File: config.mk
export PLATFORM = sky130hd
export DESIGN_NAME = omni_result_bcast
export DESIGN_NICKNAME = d
export VERILOG_FILES = /design/src/rtl/omni_result_bcast.sv
export SDC_FILE = /design/constraint.sdc
export NUM_CORES = 2
export LEC_CHECK = 0
export BUFFER_PORTS_ARGS = -buffer_cell sky130_fd_sc_hd__buf_2
export CAP_MARGIN = 10
export CORE_AREA = 2 2 446 448
export DETAILED_ROUTE_END_ITERATION = 10
export DIE_AREA = 0 0 448 450
export PLACE_DENSITY = 0.38
export SYNTH_ARGS = -nofsm -noshare
export SYNTH_HDL_FRONTEND = slang
export SYNTH_SLANG_ARGS = --single-unit
File: constraint.sdc
create_clock -name clk -period 1.99 [get_ports clk]
set_input_delay 0.398 -clock clk [delete_from_list [all_inputs] [get_ports clk]]
set_output_delay 0.398 -clock clk [all_outputs]
set_load 0.05 [all_outputs]
File: src/rtl/omni_result_bcast.sv
// Result broadcaster: replicates each aggregated block once per worker and tags
// every copy with that worker's TCP session ID on tx_TDEST.
module omni_result_bcast #(
    parameter int DATA_W      = 512,
    parameter int SID_W       = 16,
    parameter int MAX_WORKERS = 16,
    parameter int IDX_W       = $clog2(MAX_WORKERS)
) (
    input  logic              clk,
    input  logic              rst_n,
    input  logic [29:0]       num_workers,
    input  logic              cfg_we,
    input  logic [IDX_W-1:0]  cfg_idx,
    input  logic [SID_W-1:0]  cfg_sid,
    input  logic [DATA_W-1:0] rx_TDATA,
    input  logic              rx_TVALID,
    output logic              rx_TREADY,
    output logic [DATA_W-1:0] tx_TDATA,
    output logic [SID_W-1:0]  tx_TDEST,
    output logic              tx_TLAST,
    output logic              tx_TVALID,
    input  logic              tx_TREADY,
    output logic [31:0]       blk_cnt,
    output logic [15:0]       drop_cnt
);

    typedef enum logic {IDLE, REP} state_t;

    state_t              state_reg, state_next;
    logic [DATA_W-1:0]   data_reg, data_next;
    logic [SID_W-1:0]    dest_reg, dest_next;
    logic                last_reg, last_next;
    logic [IDX_W-1:0]    idx_reg, idx_next;
    logic [IDX_W:0]      n_eff_reg, n_eff_next;
    logic [31:0]         blk_cnt_reg, blk_cnt_next;
    logic [15:0]         drop_cnt_reg, drop_cnt_next;

    // Session table, flattened so each entry register drives its own slice.
    logic [MAX_WORKERS*SID_W-1:0] table_flat;

    generate
        for (genvar gi = 0; gi < MAX_WORKERS; gi++) begin : g_entry
            logic [SID_W-1:0] sid_reg;
            always_ff @(posedge clk or negedge rst_n) begin
                if (!rst_n)
                    sid_reg <= '0;
                else if (cfg_we && cfg_idx == IDX_W'(gi))
                    sid_reg <= cfg_sid;
            end
            assign table_flat[gi*SID_W +: SID_W] = sid_reg;
        end
    endgenerate

    logic              accept;
    logic              good_word;
    logic              tx_hs;
    logic [IDX_W:0]    n_eff_in;
    logic [IDX_W-1:0]  idx_inc;
    logic [SID_W-1:0]  sid_first;
    logic [SID_W-1:0]  sid_inc;

    assign tx_TVALID = (state_reg == REP);
    assign rx_TREADY = (state_reg == IDLE) || (state_reg == REP && last_reg && tx_TREADY);
    assign accept    = rx_TVALID && rx_TREADY;
    assign good_word = (rx_TDATA[1:0] == 2'b11) && (num_workers != 30'd0);
    assign tx_hs     = (state_reg == REP) && tx_TREADY;
    assign idx_inc   = idx_reg + IDX_W'(1);
    assign sid_first = table_flat[0 +: SID_W];
    assign sid_inc   = table_flat[int'(idx_inc)*SID_W +: SID_W];

    always_comb begin
        if (num_workers > 30'(MAX_WORKERS))
            n_eff_in = (IDX_W+1)'(MAX_WORKERS);
        else
            n_eff_in = num_workers[IDX_W:0];
    end

    always_ff @(posedge clk or negedge rst_n) begin
        if (!rst_n) begin
            state_reg    <= IDLE;
            data_reg     <= '0;
            dest_reg     <= '0;
            last_reg     <= 1'b0;
            idx_reg      <= '0;
            n_eff_reg    <= '0;
            blk_cnt_reg  <= '0;
            drop_cnt_reg <= '0;
        end else begin
            state_reg    <= state_next;
            data_reg     <= data_next;
            dest_reg     <= dest_next;
            last_reg     <= last_next;
            idx_reg      <= idx_next;
            n_eff_reg    <= n_eff_next;
            blk_cnt_reg  <= blk_cnt_next;
            drop_cnt_reg <= drop_cnt_next;
        end
    end

    always_comb begin
        state_next    = state_reg;
        data_next     = data_reg;
        dest_next     = dest_reg;
        last_next     = last_reg;
        idx_next      = idx_reg;
        n_eff_next    = n_eff_reg;
        blk_cnt_next  = blk_cnt_reg;
        drop_cnt_next = drop_cnt_reg;

        // Final copy retires the block; an accept may land in that same cycle.
        if (tx_hs) begin
            if (!last_reg) begin
                idx_next  = idx_inc;
                dest_next = sid_inc;
                last_next = ({1'b0, idx_inc} == n_eff_reg - (IDX_W+1)'(1));
            end else begin
                blk_cnt_next = blk_cnt_reg + 32'd1;
                state_next   = IDLE;
            end
        end

        if (accept) begin
            if (good_word) begin
                state_next = REP;
                data_next  = rx_TDATA;
                n_eff_next = n_eff_in;
                idx_next   = '0;
                dest_next  = sid_first;
                last_next  = (n_eff_in == (IDX_W+1)'(1));
            end else begin
                state_next = IDLE;
                if (drop_cnt_reg != 16'hFFFF)
                    drop_cnt_next = drop_cnt_reg + 16'd1;
            end
        end
    end

    assign tx_TDATA = data_reg;
    assign tx_TDEST = dest_reg;
    assign tx_TLAST = last_reg;
    assign blk_cnt  = blk_cnt_reg;
    assign drop_cnt = drop_cnt_reg;

endmodule

==> impl_metrics.json <==
{
  "grt.overflow.total": 0,
  "p_leak_nw": 24.4,
  "dp.cells": 6012,
  "async_flop_share": 1.00,
  "syn_area_per_cell_um2": 15.5,
  "cts_buffers": 105,
  "fin_area_um2": 54300,
  "clkTransAtPathRegs_ns": 0.06,
  "wire_per_inst_um": 23.7,
  "worst_slew_margin_rel": 0.564,
  "die_w_um": 448,
  "violations": "setup timing",
  "drv_cap": 0,
  "fmax_mhz": 482,
  "r2r_cells": 8,
  "ys_warn_count": 0,
  "ys_types": 42,
  "status": "complete, but fails checks",
  "min_period_ns": 2.08,
  "cp.arrival_ns": 1.68,
  "numPortBuffers": 1145,
  "grt_pass1_vias": 27345,
  "r2r_start": "idx_reg[0]$_DFF_PN0_",
  "startpoint_type": "flop",
  "setup_slack_ns": -0.0864,
  "hpwlAfterDp_um": 124000,
  "syn-cell-area_um2": 34200,
  "synthToLayoutAreaGrowth_pct": 58.7,
  "ant_nets": 0,
  "cts-root-buf": "clkbuf_16",
  "crit_end": "rx_TREADY",
  "dieArea_um2": 202000,
  "vdd_ir_drop_max_mv": 0.710,
  "syn_nets": 2773,
  "timing.rr.end": "tx_TDEST[1]$_DFF_PN0_",
  "track_usage": 0.153,
  "netlist_instances": 2202,
  "hold_path.class": "input pin to async pin",
  "viasPerCell": 3.85,
  "hold_violations": 0,
  "preCtsSetupSlack_ns": -0.703,
  "row_count": 163,
  "largest_reg_flops": 512,
  "crit_path_end_kind": "output port",
  "grt_pass1_wl_um": 220000,
  "finalNonFillerCells": 6763,
  "tightest_slew_ns": 0.650,
  "initial_core_util": 0.174,
  "ff2ff_setup_slack_ns": 0,
  "place.gp.congestion": 0.936,
  "ys_ff_latch": 843,
  "dpl_cell_area_um2": 44400,
  "utilization": 0.276,
  "crit_required_ns": 1.59,
  "cts_buffer_depth": 3,
  "drc": 0,
  "cts-htree-levels": 3,
  "grt_max_degree": 66,
  "drtPass1Iterations": 5,
  "timing.final.crit_share": 1.04,
  "crit_fanout": 2,
  "rsz0062_at_grt": "yes",
  "ioPinCount": 1146,
  "core-area_um2": 197000,
  "synth_flop_cell": "dfrtp_1",
  "drive_above_1_share": 0.507,
  "die_h_um": 450,
  "vias": 26029,
  "pwr_density_cell_nw_per_um2": 1480,
  "clkLatencyLatePin_ns": 0.74,
  "numClockSinks": 843,
  "cts_tree": "built",
  "startpoint": "tx_TLAST$_DFF_PN0_",
  "final_max_slew_viol_count": 0,
  "layout.nets": 4594,
  "skew_ns": 0.0339,
  "antenna_found_initial": 42,
  "totalWireLength_um": 160000,
  "drt_iter0_drc": 1199,
  "setup_viol": 46,
  "worst-setup-path-type": "flop to output port",
  "power.total_mw": 80.6,
  "synth-seq-area-share": 0.616,
  "synth-edff-count": 0
}
==> cell usage in the layout, fill, tap and decap left out, types with 21 or more instances in the layout <==
cell / count
nor3_1: 23
buf_12: 58
buf_2: 1092
xnor2_1: 38
dfrtp_1: 837
mux2_1: 344
buf_6: 21
mux4_2: 64
nand2_1: 72
mux2_2: 423
dlygate4sd3_1: 514
nand3_1: 27
buf_4: 138
nand3_2: 34
clkbuf_1: 31
clkbuf_16: 111
nand2_2: 32
==> critical path: stages, from the launching register on <==
cell and delay, ns:
dfrtp_2 0.41, a21bo_4 0.24, buf_6 0.14, buf_12 0.14
==> what timing repair did <==
action / CTS / global route
gates cloned: 7 / 5
setup buffers: 10 / 11
endpoints found under the hold margin: 752 / 0
hold buffers: 514 / 0
pin swaps: 10 / 53
endpoints found under the setup margin: 138 / 235
gates resized for setup: 104 / 100
==> power breakdown <==
group	internal (mW)	switching [mW]
clock network	11.6	8.10
logic	10.9	24.5
registers	22.5	3.05
==> how the worst min path moves through the flow <==
stage               start                                  to  slack [ns]  cells after the start
floorplan           rst_n              blk_cnt[0]$_DFFE_PN0P_        0.10                      0
global placement    rst_n  g_entry[15].sid_reg[7]$_DFFE_PN0P_        0.29                      1
detailed placement  rst_n  g_entry[15].sid_reg[7]$_DFFE_PN0P_        0.29                      1
CTS                 rst_n  g_entry[15].sid_reg[9]$_DFFE_PN0P_        0.04                      2
global route        rst_n   g_entry[2].sid_reg[7]$_DFFE_PN0P_        0.08                      2
finish              rst_n   g_entry[2].sid_reg[7]$_DFFE_PN0P_        0.12                      2
==> per-stage QoR <==
stage | setup TNS (ns) | hold WS (ns)
after floorplan | -78.67 | 0.102
after global placement | -370.68 | 0.290
after detailed placement | -350.85 | 0.292
after CTS | -0.402 | 0.0352
after global routing | -0.970 | 0.0795
final | -0.435 | 0.124
==> synthesized netlist by cell type (2+ instances only) <==
cell      count  area [µm²]
mux2_1      345        3880
nor2_1       23        86.3
buf_1         9        33.8
xor2_1       16         140
nand3_1      68         340
nor4_1        9        56.3
or3_1         2        12.5
buf_6        38         428
and4_1        6        52.6
o31ai_1       3        22.5
dfrtp_1     843       21100
and3_1       18         113
nor3_1       23         115
and2_1        3        18.8
nand2_1     104         390
a311oi_1      2        17.5
nand2b_1      7        43.8
clkbuf_1     71         267
nand3b_1      3        22.5
mux2_2      423        4760
buf_2        13        65.1
a31oi_1      18         113
inv_1         9        33.8
mux4_2       64        1440
ha_1          4        50.1
nand4_1      17         106
xnor2_1      41         359
o21ai_0       6        30.0
==> logic make-up after synthesis <==
kind of cell,share of synthesized area
multiplexers,0.295
AND/OR/NAND/NOR,0.0412
XOR/XNOR,0.0152
buffers and inverters,0.0244
adder cells (fa/ha/maj),0.00146
flip-flops,0.616
AO/OA/AOI/OAI,0.00673
==> area by class of cell <==
class / count / area, µm²
Antenna cell: 19 / 47.5
Clock buffer: 156 / 3040
Clock inverter: 32 / 444
Fill cell: 20499 / 142000
Inverter: 9 / 33.8
Multi-Input combinational cell: 1218 / 12800
Sequential cell: 843 / 21100
Tap cell: 2640 / 3300
Timing Repair Buffer: 1846 / 13500
==> routing by layer <==
layer	global-route usage	vias to the layer above	wire (µm)
met5	0	-	34
met4	0.0454	6	4240
met3	0.0497	211	12900
met2	0.256	800	77400
met1	0.187	13406	65400
li1	-	11606	-
Note: power is estimated with default switching activity, not from simulation.
